`src/rtl/countdown_pkg.sv`:
```
// Shared types and helpers for the BCD game countdown timer.
// The optional warning output is enabled with the COUNTDOWN_WARN_EN macro.
package countdown_pkg;

  localparam int BCD_W = 4;
  localparam logic [BCD_W-1:0] BCD_MAX = 4'd9;

  typedef enum logic [1:0] {
    IDLE    = 2'd0,
    RUN     = 2'd1,
    PAUSE   = 2'd2,
    EXPIRED = 2'd3
  } state_e;

  // Non-decimal nibbles (A-F) load as 9.
  function automatic logic [BCD_W-1:0] bcd_clamp(input logic [BCD_W-1:0] nib);
    return (nib > BCD_MAX) ? BCD_MAX : nib;
  endfunction

endpackage

```
`src/rtl/bcd_digit_down.sv`:
```
// One decade of the BCD down-counter: loads a value or decrements with borrow.
module bcd_digit_down
  import countdown_pkg::*;
(
  input  logic             clk,
  input  logic             rst_n,
  input  logic             load,
  input  logic [BCD_W-1:0] load_val,
  input  logic             dec_en,
  input  logic             borrow_in,
  output logic [BCD_W-1:0] digit,
  output logic             is_zero,
  output logic             borrow_out
);

  logic [BCD_W-1:0] digit_q;
  logic [BCD_W-1:0] digit_d;

  always_comb begin
    digit_d = digit_q;
    if (load) begin
      digit_d = load_val;
    end else if (dec_en && borrow_in) begin
      digit_d = (digit_q == '0) ? BCD_MAX : digit_q - BCD_W'(1);
    end
  end

  always_ff @(posedge clk or negedge rst_n) begin
    if (!rst_n) begin
      digit_q <= '0;
    end else begin
      digit_q <= digit_d;
    end
  end

  assign digit      = digit_q;
  assign is_zero    = (digit_q == '0);
  assign borrow_out = dec_en & borrow_in & is_zero;

endmodule

```
`src/rtl/game_countdown_timer.sv`:
```
// BCD round countdown driven by the rate-divider tick; flags expiry to game control.
// Define COUNTDOWN_WARN_EN to add the Warn output for the low-count warning.
module game_countdown_timer
  import countdown_pkg::*;
#(
  parameter int NUM_DIGITS     = 2,
  parameter int WARN_THRESHOLD = 5
) (
  input  logic                        ClockIn,
  input  logic                        Reset,
  input  logic                        Tick,
  input  logic                        Start,
  input  logic                        Pause,
  input  logic [BCD_W*NUM_DIGITS-1:0] LoadValue,
  output logic [BCD_W*NUM_DIGITS-1:0] Digits,
  output logic                        Running,
  output logic                        Expired,
  output logic                        DonePulse
`ifdef COUNTDOWN_WARN_EN
  ,
  output logic                        Warn
`endif
);

  localparam int CNT_W = BCD_W * NUM_DIGITS;

  // Handshake: Tick, Start and Pause are sampled every rising edge with
  // priority Start > Pause > Tick; there is no ready/back-pressure path.
  state_e           state_q, state_d;
  logic             running_q, running_d;
  logic             expired_q, expired_d;
  logic             done_q, done_d;

  logic [CNT_W-1:0]      load_clamped;
  logic [NUM_DIGITS-1:0] digit_zero;
  logic [NUM_DIGITS:0]   borrow;
  logic                  load_zero;
  logic                  cnt_zero;
  logic                  cnt_one;
  logic                  dec_en;

  assign borrow[0] = 1'b1;

  for (genvar g = 0; g < NUM_DIGITS; g++) begin : g_digit
    assign load_clamped[g*BCD_W +: BCD_W] = bcd_clamp(LoadValue[g*BCD_W +: BCD_W]);

    bcd_digit_down u_digit (
      .clk        (ClockIn),
      .rst_n      (Reset),
      .load       (Start),
      .load_val   (load_clamped[g*BCD_W +: BCD_W]),
      .dec_en     (dec_en),
      .borrow_in  (borrow[g]),
      .digit      (Digits[g*BCD_W +: BCD_W]),
      .is_zero    (digit_zero[g]),
      .borrow_out (borrow[g+1])
    );
  end

  assign load_zero = (load_clamped == '0);
  assign cnt_zero  = &digit_zero;
  assign cnt_one   = (Digits == CNT_W'(1));
  assign dec_en    = (state_q == RUN) && !Start && !Pause && Tick && !cnt_zero;

  always_comb begin
    state_d = state_q;
    done_d  = 1'b0;
    if (Start) begin
      if (Pause) begin
        state_d = PAUSE;
      end else if (load_zero) begin
        state_d = EXPIRED;
        done_d  = 1'b1;
      end else begin
        state_d = RUN;
      end
    end else begin
      case (state_q)
        RUN: begin
          // A zero count can only reach RUN by resuming a paused zero load.
          if (Pause) begin
            state_d = PAUSE;
          end else if (cnt_zero || (Tick && cnt_one)) begin
            state_d = EXPIRED;
            done_d  = 1'b1;
          end
        end
        PAUSE: begin
          if (!Pause) state_d = RUN;
        end
        default: ;
      endcase
    end
    running_d = (state_d == RUN);
    expired_d = (state_d == EXPIRED);
  end

  always_ff @(posedge ClockIn or negedge Reset) begin
    if (!Reset) begin
      state_q   <= IDLE;
      running_q <= 1'b0;
      expired_q <= 1'b0;
      done_q    <= 1'b0;
    end else begin
      state_q   <= state_d;
      running_q <= running_d;
      expired_q <= expired_d;
      done_q    <= done_d;
    end
  end

  assign Running   = running_q;
  assign Expired   = expired_q;
  assign DonePulse = done_q;

`ifdef COUNTDOWN_WARN_EN
  logic warn_q, warn_d;
  int   cnt_bin;
  int   load_bin;
  logic cur_in_range;
  logic next_in_range;
  logic load_in_range;

  function automatic int bcd_to_bin(input logic [CNT_W-1:0] v);
    int acc;
    acc = 0;
    for (int i = NUM_DIGITS - 1; i >= 0; i--) begin
      acc = acc * 10 + int'(v[i*BCD_W +: BCD_W]);
    end
    return acc;
  endfunction

  assign cnt_bin       = bcd_to_bin(Digits);
  assign load_bin      = bcd_to_bin(load_clamped);
  assign cur_in_range  = (cnt_bin != 0) && (cnt_bin <= WARN_THRESHOLD);
  assign next_in_range = (cnt_bin > 1) && ((cnt_bin - 1) <= WARN_THRESHOLD);
  assign load_in_range = (load_bin != 0) && (load_bin <= WARN_THRESHOLD);

  always_comb begin
    warn_d = warn_q;
    if ((state_d == RUN) || (state_d == PAUSE)) begin
      if (Start) begin
        warn_d = load_in_range;
      end else if (dec_en) begin
        // Entering the range forces 1; later decrements inside it toggle.
        warn_d = !next_in_range ? 1'b0 : (cur_in_range ? ~warn_q : 1'b1);
      end
    end else begin
      warn_d = 1'b0;
    end
  end

  always_ff @(posedge ClockIn or negedge Reset) begin
    if (!Reset) begin
      warn_q <= 1'b0;
    end else begin
      warn_q <= warn_d;
    end
  end

  assign Warn = warn_q;
`endif

endmodule
```
`config.mk`:
```
export PLATFORM = sky130hd
export DESIGN_NAME = game_countdown_timer
export DESIGN_NICKNAME = d
export VERILOG_FILES = /design/src/rtl/countdown_pkg.sv /design/src/rtl/bcd_digit_down.sv /design/src/rtl/game_countdown_timer.sv
export SDC_FILE = /design/constraint.sdc
export NUM_CORES = 1
export LEC_CHECK = 0
export BUFFER_PORTS_ARGS = -buffer_cell sky130_fd_sc_hd__buf_2
export CAP_MARGIN = 20
export CORE_ASPECT_RATIO = 0.9
export CORE_UTILIZATION = 35
export DETAILED_ROUTE_END_ITERATION = 8
export PLACE_DENSITY = 0.61
export SLEW_MARGIN = 0
export SYNTH_ARGS = -nofsm -noshare
export SYNTH_HDL_FRONTEND = slang
export SYNTH_SLANG_ARGS = --single-unit
```
`constraint.sdc`:
```
create_clock -name ClockIn -period 5.25 [get_ports ClockIn]
set_clock_uncertainty 0.05 [all_clocks]
set_input_delay 0.525 -clock ClockIn [delete_from_list [all_inputs] [get_ports ClockIn]]
set_output_delay 0.525 -clock ClockIn [all_outputs]
set_load 0.02 [all_outputs]
```
==> flow_summary.json, run 1 <==
{
  "clock_path_buffers": 2,
  "cts_buffers": 3,
  "setup_tns_ps": 0,
  "critPathRequiredTime_ps": 5420,
  "async_flop_share_pct": 100,
  "clock_latency_ps": 280,
  "cp.arrival_ps": 2470,
  "synth_seq_cells": 13,
  "critPathSlowestCell": "or4_4",
  "wl_per_cell_um": 13.7,
  "first_iter_violations": 15,
  "die_area_um2": 2450,
  "rows": 15,
  "maxCapViolCount": 0,
  "synth_area_leader_cell": "dfrtp_1",
  "ys_warn_count": 0,
  "cp-start-kind": "register",
  "status": "finished clean",
  "finalPower_mw": 0.287,
  "hold_class": "in2async",
  "htree_levels": 1,
  "critPathMaxFanout": 9,
  "vias": 764,
  "routed_wl_mm": 1.88,
  "finalCritPeriodShare_pct": 43.7,
  "rsz0062_at_grt": "no",
  "synthCells": 87,
  "r2r-start": "state_q[1]",
  "grt.total_usage_pct": 17.6,
  "final_nets": 128,
  "grt_overflow": 0,
  "synth.area.top_cells": "dfrtp_1, a21oi_1, o21ai_0",
  "fmaxAchievable_mhz": 436,
  "relSlewSlack_pct": 47.6,
  "multi_input_area_um2": 423,
  "pin_count": 24,
  "worst_pin_slew_ps": 780,
  "grt_antenna_before_repair": 0,
  "postCtsSetupRepairBufs": 0,
  "synth_ff_type": "dfrtp_1",
  "first_pass_iters": 7,
  "r2r.worst_path.cells": 6,
  "peakVddDrop_v": 0.000187,
  "finalHoldViolCount": 0,
  "ant_nets": 0,
  "grt_pass1_wl_mm": 3.04,
  "vias_per_cell": 5.58,
  "final_layout_size_suffix_gt1_share_pct": 27.7,
  "setup_viol_count_final": 0,
  "regArea_um2": 325,
  "drc": 0,
  "slew_viol_final": 0,
  "grt_pass1_vias": 674,
  "cts_resized": 0,
  "n_fill_cell": 213,
  "clock-sinks": 13,
  "pwr_density_cell_nw_per_um2": 304,
  "gp_congestion": 0.795,
  "rrSetupSlack_ps": 2950,
  "synth_cell_types": 31,
  "die_y_um": 47.1,
  "synth_edf_count": 0,
  "cts_tree": "built",
  "synth_area_um2": 790,
  "fin_crit_ps": 2300,
  "clk_pin_slew_worst_paths_ps": 90,
  "yosysSeqAreaShare_pct": 41.2,
  "ctsRootBufferMaster": "clkbuf_4",
  "crit_type": "reg2reg",
  "area_delta_synth_final_pct": 19.5,
  "synth_fp_nets": 102,
  "initial_core_util_pct": 39.0,
  "place_hpwl_mm": 1.43,
  "hold_buffers": 0,
  "max_stage_delay_ps": 530,
  "coreArea_um2": 2030,
  "worstSetupEndpointType": "register",
  "r2r-end": "g_digit[1].u_digit.digit[2]",
  "grt_max_degree": 15,
  "total_leakage_power_nw": 0.432,
  "avgSynthCellArea_um2": 9.07,
  "io_buffers": 23,
  "antennaDiodeCount": 0,
  "dieWidth_um": 52.1,
  "crit_chain": "inv_1 -> ha_1 -> nand4bb_1 -> or4_4 -> or4b_1 -> nand3_1",
  "synth_top_area_share_pct": 41.2
}
## cell usage in the layout, fill, tap and decap left out, drive strengths merged, types with 3 or more instances in the layout
cell / instances
buf: 23
dfrtp: 13
a21oi: 7
nand2: 7
o21ai: 7
nor2: 7
inv: 6
nor3: 5
clkbuf: 4
nor4: 3
o21a: 3
nand3: 3
mux2i: 3
## metrics by stage
| step | hold WS, ps | util, % | cells | instance area, um^2 | setup slack [ps] |
|---|---|---|---|---|---|
| finish | 67.2 | 46.5 | 137 | 943 | 2950 |
| global route | 70.8 | 46.5 | 137 | 943 | 2810 |
| CTS | 69.4 | 46.5 | 137 | 943 | 2980 |
| detailed placement | 382 | 45.2 | 133 | 917 | 2990 |
| global placement | 381 | 45.2 | 133 | 917 | 3040 |
| floorplan | 179 | - | 87 | 790 | 3160 |
## state kept, by name, summed over array words and instances, names as in the netlist
register / cells
g_digit.u_digit.digit: 8
state_q: 2
DonePulse: 1
Expired: 1
Running: 1
## layer usage
metal / track usage, % / wire length (um)
met5: 0 / 0
met4: 5.41 / 8
met3: 6.80 / 114
met2: 28.2 / 858
met1: 22.1 / 901
## critical path, delay by kind of cell, from the launching register on
kind,cells,cell delay (ps)
and+or+nand+nor,4,1470
DFF,1,410
adders and majority gates,1,240
buffers and inverters,1,70
## cell type report
type,count,share of cell area [%]
Timing Repair Buffer,23,12.2
Tap cell,25,3.32
Sequential cell,13,34.5
Inverter,6,2.39
Clock buffer,4,2.79
Multi-Input combinational cell,66,44.8
## where the power goes
group          internal [mW]  switching (mW)  total [mW]
logic                 0.0397          0.0576      0.0974
clock network         0.0295          0.0349      0.0644
registers              0.113          0.0129       0.126
total                  0.182           0.105       0.287
## cell usage after synthesis, types with 2 or more instances
master and number:
ha_1 2, o21a_1 3, nor4_1 3, dfrtp_1 13
o22ai_1 2, nand3_1 3, mux2i_1 3, nor2_1 7
nand3b_1 2, o21ai_0 7, nor3_1 5, nand2_1 7
inv_1 6, a21oi_1 7
## cells by family after synthesis
family,after synthesis,share of synthesized area [%]
flops,13,41.2
mux,4,5.23
buf+inv,8,5.23
fa+ha+maj,2,3.17
simple gates,33,23.5
compound gates,27,21.7
## worst max-delay path by stage
stage / slack, ps / to / from
after floorplan: 3160 / g_digit[1].u_digit.digit[2] / g_digit[0].u_digit.digit[1]
after global placement: 3040 / g_digit[1].u_digit.digit[2] / Pause
after detailed placement: 2990 / g_digit[1].u_digit.digit[2] / state_q[1]
after CTS: 2980 / g_digit[1].u_digit.digit[2] / state_q[1]
after global routing: 2810 / Expired / g_digit[1].u_digit.digit[0]
final: 2950 / g_digit[1].u_digit.digit[2] / state_q[1]
(Power assumes the default switching activity.)
==> run 2: changes to the inputs <==
clock period = 2.32 ns   (was 5.25 ns; I/O delays follow)
==> run 2 against run 1 <==
  * Combinational power increased by 130%
  * Power increased by 130%
  * Critical path type unchanged
  * Utilization increased by 1.2 points
  * Routed wire length increased by 2.8%
  * Clock power increased by 120%
  * Clock-buffer cell count unchanged
  * Critical endpoint unchanged
  * Sequential power increased by 120%
  * Register-to-register slack got worse by 2700 ps
  * Sequential cell count unchanged
  * Fmax increased by 10%
  * Worst hold slack improved by 7.0 ps
  * Cell area increased by 2.7%
==> flow_summary.json, run 2 (synthesis results as in run 1) <==
{
  "grt_overflow": 0,
  "initial_core_util_pct": 39.0,
  "first_iter_violations": 12,
  "netSwitchingFraction_pct": 36.3,
  "gp_congestion": 0.786,
  "fmaxAchievable_mhz": 480,
  "hold_class": "in2reg",
  "status": "finished clean",
  "rsz0062_at_grt": "no",
  "max_stage_delay_ps": 510,
  "antennaDiodeCount": 0,
  "drc": 0,
  "finalHoldViolCount": 0,
  "fin_crit_ps": 2080,
  "crit_family": "simple AND/OR/NAND/NOR gates",
  "io_buffers": 23,
  "pin_count": 24,
  "cp-start-kind": "register",
  "grt_pass1_wl_mm": 3.04,
  "rows": 15,
  "slew_viol_final": 0,
  "grt_max_degree": 15,
  "peakVddDrop_v": 0.000320,
  "coreArea_um2": 2030,
  "path_buf_inv": 0,
  "die_area_um2": 2450,
  "clock_path_buffers": 2,
  "worst_pin_slew_ps": 336,
  "final_cell_area_um2": 968,
  "maxCapViolCount": 0,
  "place_hpwl_mm": 1.51,
  "ctsRootBufferMaster": "clkbuf_4",
  "crit_chain": "or3_4 -> or4_4 -> or4b_1 -> nand3_1",
  "routed_wl_mm": 1.94,
  "layout_common_cells": "buf_2, dfrtp_1",
  "grt_pass1_vias": 672,
  "clock_latency_ps": 280,
  "total_leakage_power_nw": 0.445,
  "critPathRequiredTime_ps": 2490,
  "cp.arrival_ps": 2250,
  "grt.total_usage_pct": 17.5,
  "critPathSlowestCell": "or4b_1",
  "pwr_density_cell_nw_per_um2": 672,
  "power.switching_mw": 0.236,
  "dieWidth_um": 52.1,
  "final_nets": 131,
  "worstSetupEndpointType": "register",
  "final_common_cell": "buf_2",
  "critPathMaxFanout": 7,
  "ant_nets": 0,
  "clk_pin_slew_worst_paths_ps": 80,
  "placed_cell_area_um2": 932,
  "pwr-share-clk_pct": 22.0,
  "final_layout_size_suffix_gt1_share_pct": 28.7,
  "clock-sinks": 13,
  "first_pass_iters": 4,
  "die_y_um": 47.1,
  "setup_tns_ps": 0,
  "p_int_mw": 0.415,
  "finalCritPeriodShare_pct": 89.8,
  "cts_tree": "built",
  "pwr-share-comb_pct": 34.5,
  "vias_per_cell": 5.54,
  "area_delta_synth_final_pct": 22.7,
  "htree_levels": 1,
  "largest_reg_flops": 8,
  "crit_type": "reg2reg",
  "grt_antenna_before_repair": 0,
  "wl_per_cell_um": 13.8,
  "cts_buffers": 3,
  "relSlewSlack_pct": 77.4,
  "seq_power_share_pct": 43.5,
  "vias": 776,
  "setup_viol_count_final": 0
}
==> run 2: cell count changes in the layout (fill, tap and decap cells not counted) <==
cell / previous run / this run
buf_4: 0 / 2
dlygate4sd3_1: 0 / 1
==> run 2: power by group through the flow <==
stage / registers [mW] / clock network, mW / logic (mW)
after floorplan: 0.308 / 0 / 0.130
after global placement: 0.285 / 0 / 0.218
after detailed placement: 0.288 / 0 / 0.222
after CTS: 0.283 / 0.151 / 0.226
after global routing: 0.286 / 0.164 / 0.252
final: 0.283 / 0.143 / 0.225
==> run 2: final cells by class <==
cell class | count | area, um^2
multi-input cells | 66 | 423
well taps | 25 | 31.3
fillers | 219 | 1060
flip-flops and latches | 13 | 325
clock buffers | 4 | 26.3
inverters | 6 | 22.5
repair buffers | 26 | 140
==> run 2: final timing paths <==
check	start	to	slack (ps)	cells past startpoint
worst max-delay path	g_digit[0].u_digit.digit[1]	g_digit[1].u_digit.digit[2]	240	4
worst min-delay path	Pause	DonePulse	70	2
worst max register to register	g_digit[0].u_digit.digit[1]	g_digit[1].u_digit.digit[2]	240	4
worst min register to register	g_digit[1].u_digit.digit[3]	g_digit[1].u_digit.digit[3]	540	2
max in group asynchronous	Reset	DonePulse	1670	2
min in group asynchronous	Reset	g_digit[1].u_digit.digit[2]	310	2
==> run 2: stage by stage <==
| stage | power [mW] | hold slack [ps] | instances | setup WS (ps) | utilization (%) |
|---|---|---|---|---|---|
| 2_1_floorplan | 0.438 | -114 | 87 | 227 | - |
| 3_3_place_gp | 0.503 | 89.8 | 135 | 292 | 46.0 |
| 3_5_place_dp | 0.510 | 92.4 | 135 | 255 | 46.0 |
| 4_1_cts | 0.660 | 66.1 | 140 | 234 | 47.8 |
| 5_1_grt | 0.702 | 67.1 | 140 | 172 | 47.8 |
| 6_report | 0.651 | 74.2 | 140 | 236 | 47.8 |
==> run 2: what timing repair did <==
action                    in CTS  in global routing
buffers inserted               0                  0
resized for setup              0                  0
hold endpoints to repair      13                  0
hold buffers                   1                  0
==> run 2: layer usage <==
metal / up-vias / track usage (%) / routed length, um
li1: 383 / - / -
met1: 366 / 22.9 / 922
met2: 22 / 26.2 / 879
met3: 5 / 6.47 / 105
met4: 0 / 7.03 / 29
met5: - / 0 / 0
==> run 2: worst reg2reg max path, cell delays in order (launching register included) <==
cell and delay [ps]:
dfrtp_1 450, or3_4 420, or4_4 500, or4b_1 510
nand3_1 100
